## src/rtl/sc_io_display_ctrl.sv

```systemverilog
// Memory-mapped seven-segment display and switch controller for the CPU I/O window.
// Channel values are rendered by one shared sequential double-dabble engine.
`timescale 1ns/1ps
module sc_io_display_ctrl #(
  parameter int          NUM_CH    = 3,
  parameter int          CH_DIGITS = 2,
  parameter int          VAL_W     = 7,
  parameter int          SW_W      = 8,
  parameter logic [31:0] IO_BASE   = 32'hffffff00
) (
  input  logic                         clock,
  input  logic                         reset,
  input  logic [31:0]                  addr,
  input  logic [31:0]                  wdata,
  input  logic                         we,
  output logic [31:0]                  rdata,
  input  logic [SW_W-1:0]              sw_in,
  output logic [7*CH_DIGITS*NUM_CH-1:0] hex_out,
  output logic                         busy
);

  localparam int SEG_W = 7 * CH_DIGITS;
  localparam int BW    = 4 * (CH_DIGITS + 1);
  localparam logic [6:0] DASH  = 7'b011_1111;
  localparam logic [6:0] BLANK = 7'b111_1111;

  typedef enum logic [1:0] {IDLE, LOAD, SHIFT, DONE} state_t;
  state_t state, state_nxt;

  function automatic logic [6:0] glyph(input logic [3:0] n);
    case (n)
      4'h0:    glyph = 7'b1000000;
      4'h1:    glyph = 7'b1111001;
      4'h2:    glyph = 7'b0100100;
      4'h3:    glyph = 7'b0110000;
      4'h4:    glyph = 7'b0011001;
      4'h5:    glyph = 7'b0010010;
      4'h6:    glyph = 7'b0000010;
      4'h7:    glyph = 7'b1111000;
      4'h8:    glyph = 7'b0000000;
      4'h9:    glyph = 7'b0010000;
      4'hA:    glyph = 7'b0001000;
      4'hB:    glyph = 7'b0000011;
      4'hC:    glyph = 7'b1000110;
      4'hD:    glyph = 7'b0100001;
      4'hE:    glyph = 7'b0000110;
      default: glyph = 7'b0001110;
    endcase
  endfunction

  function automatic logic [BW-1:0] dabble_adj(input logic [BW-1:0] b);
    logic [BW-1:0] r;
    r = b;
    for (int i = 0; i < CH_DIGITS + 1; i++)
      if (r[4*i +: 4] >= 4'd5) r[4*i +: 4] = r[4*i +: 4] + 4'd3;
    return r;
  endfunction

  logic             hit;
  logic [7:0]       off;
  logic [VAL_W-1:0] val_r  [NUM_CH];
  logic [1:0]       mode_r [NUM_CH];
  logic [NUM_CH-1:0] wr_val, wr_mode, set_vec, clr_vec, pending, req, status;
  logic [2:0]       sel, pick;
  logic [4:0]       cnt;
  logic [SW_W-1:0]  sw_s1, sw_sync;
  logic [31:0]      rd_nxt;
  logic [VAL_W-1:0] cur_val;
  logic [1:0]       cur_mode;

  logic [VAL_W-1:0] val_p0, bin_p0;
  logic [1:0]       mode_p0;
  logic [BW-1:0]    bcd_p0, adj;
  logic             ovf_p0;

  logic [15:0]      val16;
  logic [3:0]       dig;
  logic             ovf, seen;
  logic [SEG_W-1:0] ch_seg;

  assign hit  = (addr[31:8] == IO_BASE[31:8]);
  assign off  = addr[7:0];
  assign req  = pending | set_vec;
  assign busy = (state != IDLE) || (|pending);

  always_comb begin
    wr_val   = '0;
    wr_mode  = '0;
    clr_vec  = '0;
    status   = '0;
    cur_val  = '0;
    cur_mode = '0;
    for (int k = 0; k < NUM_CH; k++) begin
      wr_val[k]  = we && hit && (off == 8'(16*k));
      wr_mode[k] = we && hit && (off == 8'(16*k + 4));
      clr_vec[k] = (state == LOAD) && (sel == 3'(k));
      status[k]  = pending[k] || ((state != IDLE) && (sel == 3'(k)));
      if (sel == 3'(k)) begin
        cur_val  = val_r[k];
        cur_mode = mode_r[k];
      end
    end
    set_vec = wr_val | wr_mode;
  end

  // Lowest-numbered requester wins; an incoming write counts as already pending.
  always_comb begin
    pick = '0;
    for (int k = NUM_CH - 1; k >= 0; k--)
      if (req[k]) pick = 3'(k);
  end

  always_comb begin
    rd_nxt = '0;
    if (hit) begin
      for (int k = 0; k < NUM_CH; k++) begin
        if (off == 8'(16*k))     rd_nxt = 32'(val_r[k]);
        if (off == 8'(16*k + 4)) rd_nxt = {30'b0, mode_r[k]};
      end
      for (int j = 0; j < SW_W / 4; j++)
        if (off == 8'(96 + 4*j)) rd_nxt = {28'b0, sw_sync[4*j +: 4]};
      if (off == 8'h70) rd_nxt = 32'(status);
    end
  end

  always_comb begin
    state_nxt = state;
    case (state)
      IDLE:    if (|req) state_nxt = LOAD;
      LOAD:    state_nxt = cur_mode[0] ? DONE : SHIFT;
      SHIFT:   if (cnt == 5'(VAL_W - 1)) state_nxt = DONE;
      DONE:    state_nxt = IDLE;
      default: state_nxt = IDLE;
    endcase
  end

  always_ff @(posedge clock or posedge reset) begin
    if (reset) state <= IDLE;
    else       state <= state_nxt;
  end

  always_ff @(posedge clock or posedge reset) begin
    if (reset) begin
      for (int k = 0; k < NUM_CH; k++) begin
        val_r[k]  <= '0;
        mode_r[k] <= '0;
      end
      pending <= '0;
      sw_s1   <= '0;
      sw_sync <= '0;
      rdata   <= '0;
      sel     <= '0;
      cnt     <= '0;
      hex_out <= '1;
    end else begin
      for (int k = 0; k < NUM_CH; k++) begin
        if (wr_val[k])  val_r[k]  <= wdata[VAL_W-1:0];
        if (wr_mode[k]) mode_r[k] <= wdata[1:0];
      end
      pending <= (pending & ~clr_vec) | set_vec;
      sw_s1   <= sw_in;
      sw_sync <= sw_s1;
      rdata   <= rd_nxt;
      if (state == IDLE) sel <= pick;
      if (state == LOAD)       cnt <= '0;
      else if (state == SHIFT) cnt <= cnt + 5'd1;
      for (int k = 0; k < NUM_CH; k++)
        if ((state == DONE) && (sel == 3'(k))) hex_out[SEG_W*k +: SEG_W] <= ch_seg;
    end
  end

  // p0: operand capture at LOAD, then one double-dabble step per SHIFT cycle
  assign adj = dabble_adj(bcd_p0);

  always_ff @(posedge clock) begin
    if (state == LOAD) begin
      val_p0  <= cur_val;
      bin_p0  <= cur_val;
      mode_p0 <= cur_mode;
      bcd_p0  <= '0;
      ovf_p0  <= 1'b0;
    end else if (state == SHIFT) begin
      bcd_p0  <= {adj[BW-2:0], bin_p0[VAL_W-1]};
      bin_p0  <= bin_p0 << 1;
      ovf_p0  <= ovf_p0 | adj[BW-1];
    end
  end

  // Segment rendering, scanned from the top digit down for leading-zero blanking
  always_comb begin
    val16  = 16'(val_p0);
    ovf    = !mode_p0[0] && (ovf_p0 || (bcd_p0[BW-1 -: 4] != 4'd0));
    seen   = 1'b0;
    dig    = '0;
    ch_seg = '1;
    for (int d = CH_DIGITS - 1; d >= 0; d--) begin
      dig = mode_p0[0] ? val16[4*d +: 4] : bcd_p0[4*d +: 4];
      if (dig != 4'd0) seen = 1'b1;
      if (ovf)                                 ch_seg[7*d +: 7] = DASH;
      else if (mode_p0[1] && !seen && d != 0)  ch_seg[7*d +: 7] = BLANK;
      else                                     ch_seg[7*d +: 7] = glyph(dig);
    end
  end

  logic unused;
  assign unused = ^{wdata[31:VAL_W], val16};

endmodule

```

## config.mk

```make
export PLATFORM = sky130hd
export DESIGN_NAME = sc_io_display_ctrl
export DESIGN_NICKNAME = d
export VERILOG_FILES = /design/src/rtl/sc_io_display_ctrl.sv
export SDC_FILE = /design/constraint.sdc
export NUM_CORES = 1
export LEC_CHECK = 0
export BUFFER_PORTS_ARGS = -buffer_cell sky130_fd_sc_hd__buf_4
export CELL_PAD_IN_SITES_DETAIL_PLACEMENT = 0
export CELL_PAD_IN_SITES_GLOBAL_PLACEMENT = 1
export CORE_MARGIN = 1.5
export CORE_UTILIZATION = 42
export CTS_CLUSTER_SIZE = 24
export DETAILED_ROUTE_END_ITERATION = 8
export PLACE_DENSITY_LB_ADDON = 0.1
export SLEW_MARGIN = 20
export SYNTH_ARGS = -nofsm -noshare
export SYNTH_HDL_FRONTEND = slang
export SYNTH_SLANG_ARGS = --single-unit
```

## constraint.sdc

```tcl
create_clock -name clock -period 4.1 [get_ports clock]
set_input_delay 0.82 -clock clock [delete_from_list [all_inputs] [get_ports clock]]
set_output_delay 0.82 -clock clock [all_outputs]
set_load 0.01 [all_outputs]
```

### After elaboration in Yosys (flattened, before gate mapping)

Memory sizes are Yosys's and may differ from the RTL's.
Index checks and enable logic that the tools add are counted.

* register bits: 159
* bits in read-only memories: 224
* input bits: 75
* output and inout bits: 75
* word-level logic and storage cells: 124
* memories: 2

Memories
* (name not given): words 16, bits a word 7, read ports 1, clocked after Yosys merged registers in 0, wr ports 0, RTL line 31 `case (n)`
* (name not given): words 16, bits a word 7, read ports 1, clocked after Yosys merged registers in 0, wr ports 0, RTL line 31

* add/subtract/negate cells: 4
* order comparisons: 3
* eq/ne operators: 17
* multiplexer cells: 36
* bitwise gates (word level): 6
* reduce and logical (&&, ||, !) cells: 35

Operators by type and width (number)
* 32-bit 2-to-1 mux: 9
* 7-bit 2-to-1 mux: 9
* 24-bit equality test (second input constant): 1
* 8-bit by 7-bit equality test with 1-bit output (second input constant): 3
* 4-bit 2-to-1 mux: 5
* 1-bit logical AND: 18
* 8-bit by 5-bit equality test with 1-bit output (second input constant): 2
* 8-bit by 6-bit equality test with 1-bit output (second input constant): 2
* 4-bit by 2-bit adder with 4-bit output (second input constant): 3
* 4-bit by 3-bit greater-or-equal comparator with 1-bit output (second input constant): 3
* 2-bit 2-to-1 mux: 6
* 5-bit 2-to-1 mux: 2
* 3-bit bitwise OR: 3
* 8-bit by 3-bit equality test with 1-bit output (second input constant): 1
* 8-bit zero test: 1
* 2-bit one-hot mux with 4 select lines: 1
* 4-bit nonzero test: 2
* 3-bit 2-to-1 mux: 2
* 3-bit OR reduction: 2
* 5-bit by 1-bit adder with 5-bit output (second input constant): 1
* 5-bit by 3-bit equality test with 1-bit output (second input constant): 1
* 1-bit logical OR: 5
* 2-bit equality test (second input constant): 2
* 2-bit != test (second input constant): 2
* 12 further kinds: 15

### Longest topological paths before layout

* word-level depth: 11
* mapped depth: 10
* gate-level depth less buffers: 8

### Worst setup path before layout

No wires, ideal clock.

* path type: input-to-reg
* start point: input addr[1]
* end point: register rdata[0]
* library setup time: 0.111 ns
* arrival time: 2.062 ns
* data required time: 3.989 ns
* slack: 1.927 ns
* stages: 5
* buffers on the path: 0
* cells stage by stage: or3_4 > or3_1 > nor2_4 > a211oi_1 > a2111oi_2

* longest elaborated chain between the ends: 11
* elaborated cells between the ends (all ways): 19
* those cells by class: eq/ne: 8; mux: 10; reduce/logical: 1

Ends and longest elaborated chain
* start, declared: RTL line 13 `input logic [31:0] addr,`
* 8-bit zero test: RTL line 117 `if (off == 8'(16*k)) rd_nxt = 32'(val_r[k]);`
* 7-bit 2-to-1 mux: RTL line 117
* 32-bit 2-to-1 mux: RTL line 118 `if (off == 8'(16*k + 4)) rd_nxt = {30'b0, mode_r[k]};`
* 32-bit 2-to-1 mux: RTL line 117
* 32-bit 2-to-1 mux: RTL line 118
* 32-bit 2-to-1 mux: RTL line 117
* 32-bit 2-to-1 mux: RTL line 118
* 32-bit 2-to-1 mux (2 in a row): RTL line 121 `if (off == 8'(96 + 4*j)) rd_nxt = {28'b0, sw_sync[4*j +: 4]};`
* 32-bit 2-to-1 mux (*): RTL line 122 `if (off == 8'h70) rd_nxt = 32'(status);`
* 32-bit 2-to-1 mux (*): RTL line 115 `if (hit) begin`
* via rd_nxt[0]: RTL line 67 `logic [31:0] rd_nxt;`
* end signal, assigned: RTL line 163 `rdata <= rd_nxt;`
* end, declared: RTL line 16 `output logic [31:0] rdata,`

The timed path passes the listed nets; every way through them passes the cells marked *.
A chain may end at the register's enable or synchronous reset.

### Worst setup path after layout

* start point: register mode_p0[0]
* end point: register hex_out[31]

* longest elaborated chain between the ends: 3
* elaborated cells between the ends (all ways): 5
* those cells by class: mux: 2; reduce/logical: 2; memory: 1

Ends and longest elaborated chain
* start, declared: RTL line 72 `logic [1:0] mode_p0;`
* start signal, assigned: RTL line 179 `mode_p0 <= cur_mode;`
* 4-bit 2-to-1 mux or 1-bit zero test (tied branches): RTL line 197, 192
* memory 16 x 7 bit or 1-bit logical AND (tied branches)
* 7-bit 2-to-1 mux (*): RTL line 199 `if (ovf) ch_seg[7*d +: 7] = DASH;`
* end signal, assigned by index: RTL line 168 `if ((state == DONE) && (sel == 3'(k))) hex_out[SEG_W*k +: SEG_W] <= ch_seg;`
* end, declared: RTL line 18 `output logic [7*CH_DIGITS*NUM_CH-1:0] hex_out,`

Mark *: on every way between the ends. The rest lies on a longest branch, timed or not.

==> impl_metrics.ini <==
[cts]
clk_pin_slew_ns = 0.06
cts_sinks = 133
cts_resized = 0
cts_buffer_depth = 2
cts_setup_buffers = 0
clkLatencyLatePin_ns = 0.42
htreeDepth = 4
cts-root-buf = clkbuf_16
cts_tree = built
ctsHoldBuffers = 0
cts_buffers = 17

[floorplanning]
start_util_pct = 42.7
die_area_sq_mm = 0.0168
die_h_microns = 130
rows = 46
ioPinCount = 150
coreArea_sq_mm = 0.0158
die_x_microns = 130

[power_and_ir_drop]
cellPowerDensity_mw_per_mm2 = 378
swShare_pct = 22.1
p_sw_uw = 681
vdd_drop_max_mv = 0.275
combPwrFrac_pct = 6.3
power_frac_clock_pct = 49.2
leakagePower_nw = 3.56
intPower_mw = 2.40
p_seq_share_pct = 44.5

[sta]
min_period_ns = 2.82
relSlewSlack_pct = 40.2
rsz0062_at_grt = false
timing.final.crit_share_pct = 68.8
tns_ns = 0
worst_slack_ns = 1.28
finalHoldViolCount = 0
finalMaxSlewViolations = 0
worst_pin_slew_ns = 0.897
fmax_mhz = 354
holdWs_ns = 0.346
worst_clock_skew_ns = 0.00652
setup_viol = 0

[run_status]
status = finished clean

[critical_path]
cp_data_required_time_ns = 4.42
startpoint_type = flop
reg2reg_slack_ns = 1.28
end_kind = flop
arrival_ns = 3.14
path_max_fanout = 14
path_class = flop to flop

[detailed_routing]
vias = 4947
drt_iter0_drc = 215
dr.pass1.iters = 5
wl_per_cell_microns = 15.7
drc = 0
drt-total-wl_microns = 15000
routed_via_density = 5.17
ant_nets = 0

[place]
routabilityCongestion = 0.822
post-place-cells = 924
pre_cts_slack_ns = 1.22
io_buffers = 99
hpwl_microns = 10900

[synthesis]
async_reset_ff_share_pct = 78.2
synth_edf_count = 16
synthMuxAreaShare_pct = 10.7
synth_xor_area_share_pct = 0.910
synth_simple_gate_area_share_pct = 13.9
synth_cells = 631
syn-cell-area_sq_mm = 0.00674
synth_ff_type = dfrtp_1
syn_area_per_cell_sq_um = 10.7
synthAdderAreaFrac_pct = 4.64
yosysWarnings = 0
ys_ff_latch = 133
ys_types = 60
synth-compound-area-share_pct = 13.4
synth_top_family_by_area = simple AND/OR/NAND/NOR gates
ys_seq_area_share_pct = 50.4

[final_layout]
num_antenna_cells = 0
area_growth_pct = 21.0
nets = 827
mostFrequentLayoutCell = buf_4
layout_common_cells = buf_4, nand2_1, o21ai_0
drive_gt1_share_pct = 31.1
fin_cells = 956

[flow_run]
drv_cap = 0

[global_route]
grt_pass1_wl_microns = 24000
grt_max_degree = 55
overflow = 0
antenna_found_initial = 0
grt_pass1_vias = 4746
grt_usage_pct = 18.6

[worst_hold_path]
min-delay-path-class = flop to flop
-- power groups by stage --
stage	Sequential (mW)	Clock, mW	Combinational, mW
2_1_floorplan	1.39	0	0.139
3_3_place_gp	1.39	0	0.192
3_5_place_dp	1.40	0	0.197
4_1_cts	1.37	1.55	0.198
5_1_grt	1.37	1.61	0.218
6_report	1.37	1.52	0.195
-- layout make-up --
class	instances	area, sq um
Clock buffer	24	493
Clock inverter	8	95.1
Fill cell	1475	7620
Inverter	21	81.3
Multi-Input combinational cell	449	3030
Sequential cell	133	3400
Tap cell	216	270
Timing Repair Buffer	105	788
-- sequential cells by signal (all words and copies together), names as in the netlist --
signal	count
bcd_p0	12
bin_p0	7
cnt	5
hex_out	42
mode_p0	2
mode_r	6
ovf_p0	1
pending	3
rdata	7
sel	2
state	2
sw_s1	8
sw_sync	8
val_p0	7
val_r	21
-- logic make-up after synthesis --
family | after synthesis
other cells | 1
xor+xnor | 7
simple gates | 180
compound gates | 147
mux | 65
buf+inv | 73
fa+ha+maj | 25
flops | 133
-- synth_stat cells, drive strengths merged (7+ instances only) --
cell type,number,area (sq um)
xnor2,7,61.3
nand3,12,60.1
a21oi,26,130
o21ai,68,340
nor2,32,128
dfxtp,13,260
clkbuf,14,52.6
edfxtp,16,480
dfstp,42,1100
inv,21,78.8
nand2b,14,87.6
buf,38,270
a211oi,11,82.6
mux2i,27,295
mux2,38,428
dfrtp,62,1550
nand2,81,327
ha,25,313
-- per-stage QoR --
step           cell area [sq um]  util [%]  power [mW]
2_1_floorplan               6830         -        1.53
3_3_place_gp                7570      48.0        1.59
3_5_place_dp                7570      48.0        1.59
4_1_cts                     8150      51.7        3.12
5_1_grt                     8150      51.7        3.20
6_report                    8150      51.7        3.09
-- worst paths after layout --
| path | from | end | depth (start not counted) |
|---|---|---|---|
| min in group asynchronous | reset | mode_r[0]$_DFFE_PP0P_ | 2 |
| setup / recovery | mode_p0[0]$_DFFE_PP_ | hex_out[31]$_DFFE_PP1P_ | 6 |
| max in group asynchronous | reset | cnt[2]$_DFFE_PP0P_ | 3 |
| hold reg to reg | sw_s1[0]$_DFF_PP0_ | sw_sync[0]$_DFF_PP0_ | 0 |
| setup reg to reg | mode_p0[0]$_DFFE_PP_ | hex_out[31]$_DFFE_PP1P_ | 6 |
| hold / removal | sw_s1[0]$_DFF_PP0_ | sw_sync[0]$_DFF_PP0_ | 0 |
-- layer usage --
layer	track usage, %	vias up	part of all wire, %
met5	0	-	0
met4	7.06	0	1.3
met3	4.58	16	3.8
met2	31.2	112	51
met1	23.1	2440	44
li1	-	2379	-
-- critical path: stages (launching register included) --
cell and delay (ns):
edfxtp_1 0.75, mux2i_1 0.62, inv_1 0.18, ha_1 0.27
mux2_2 0.27, a211oi_1 0.46, o21ai_0 0.17
(Power assumes the default switching activity.)
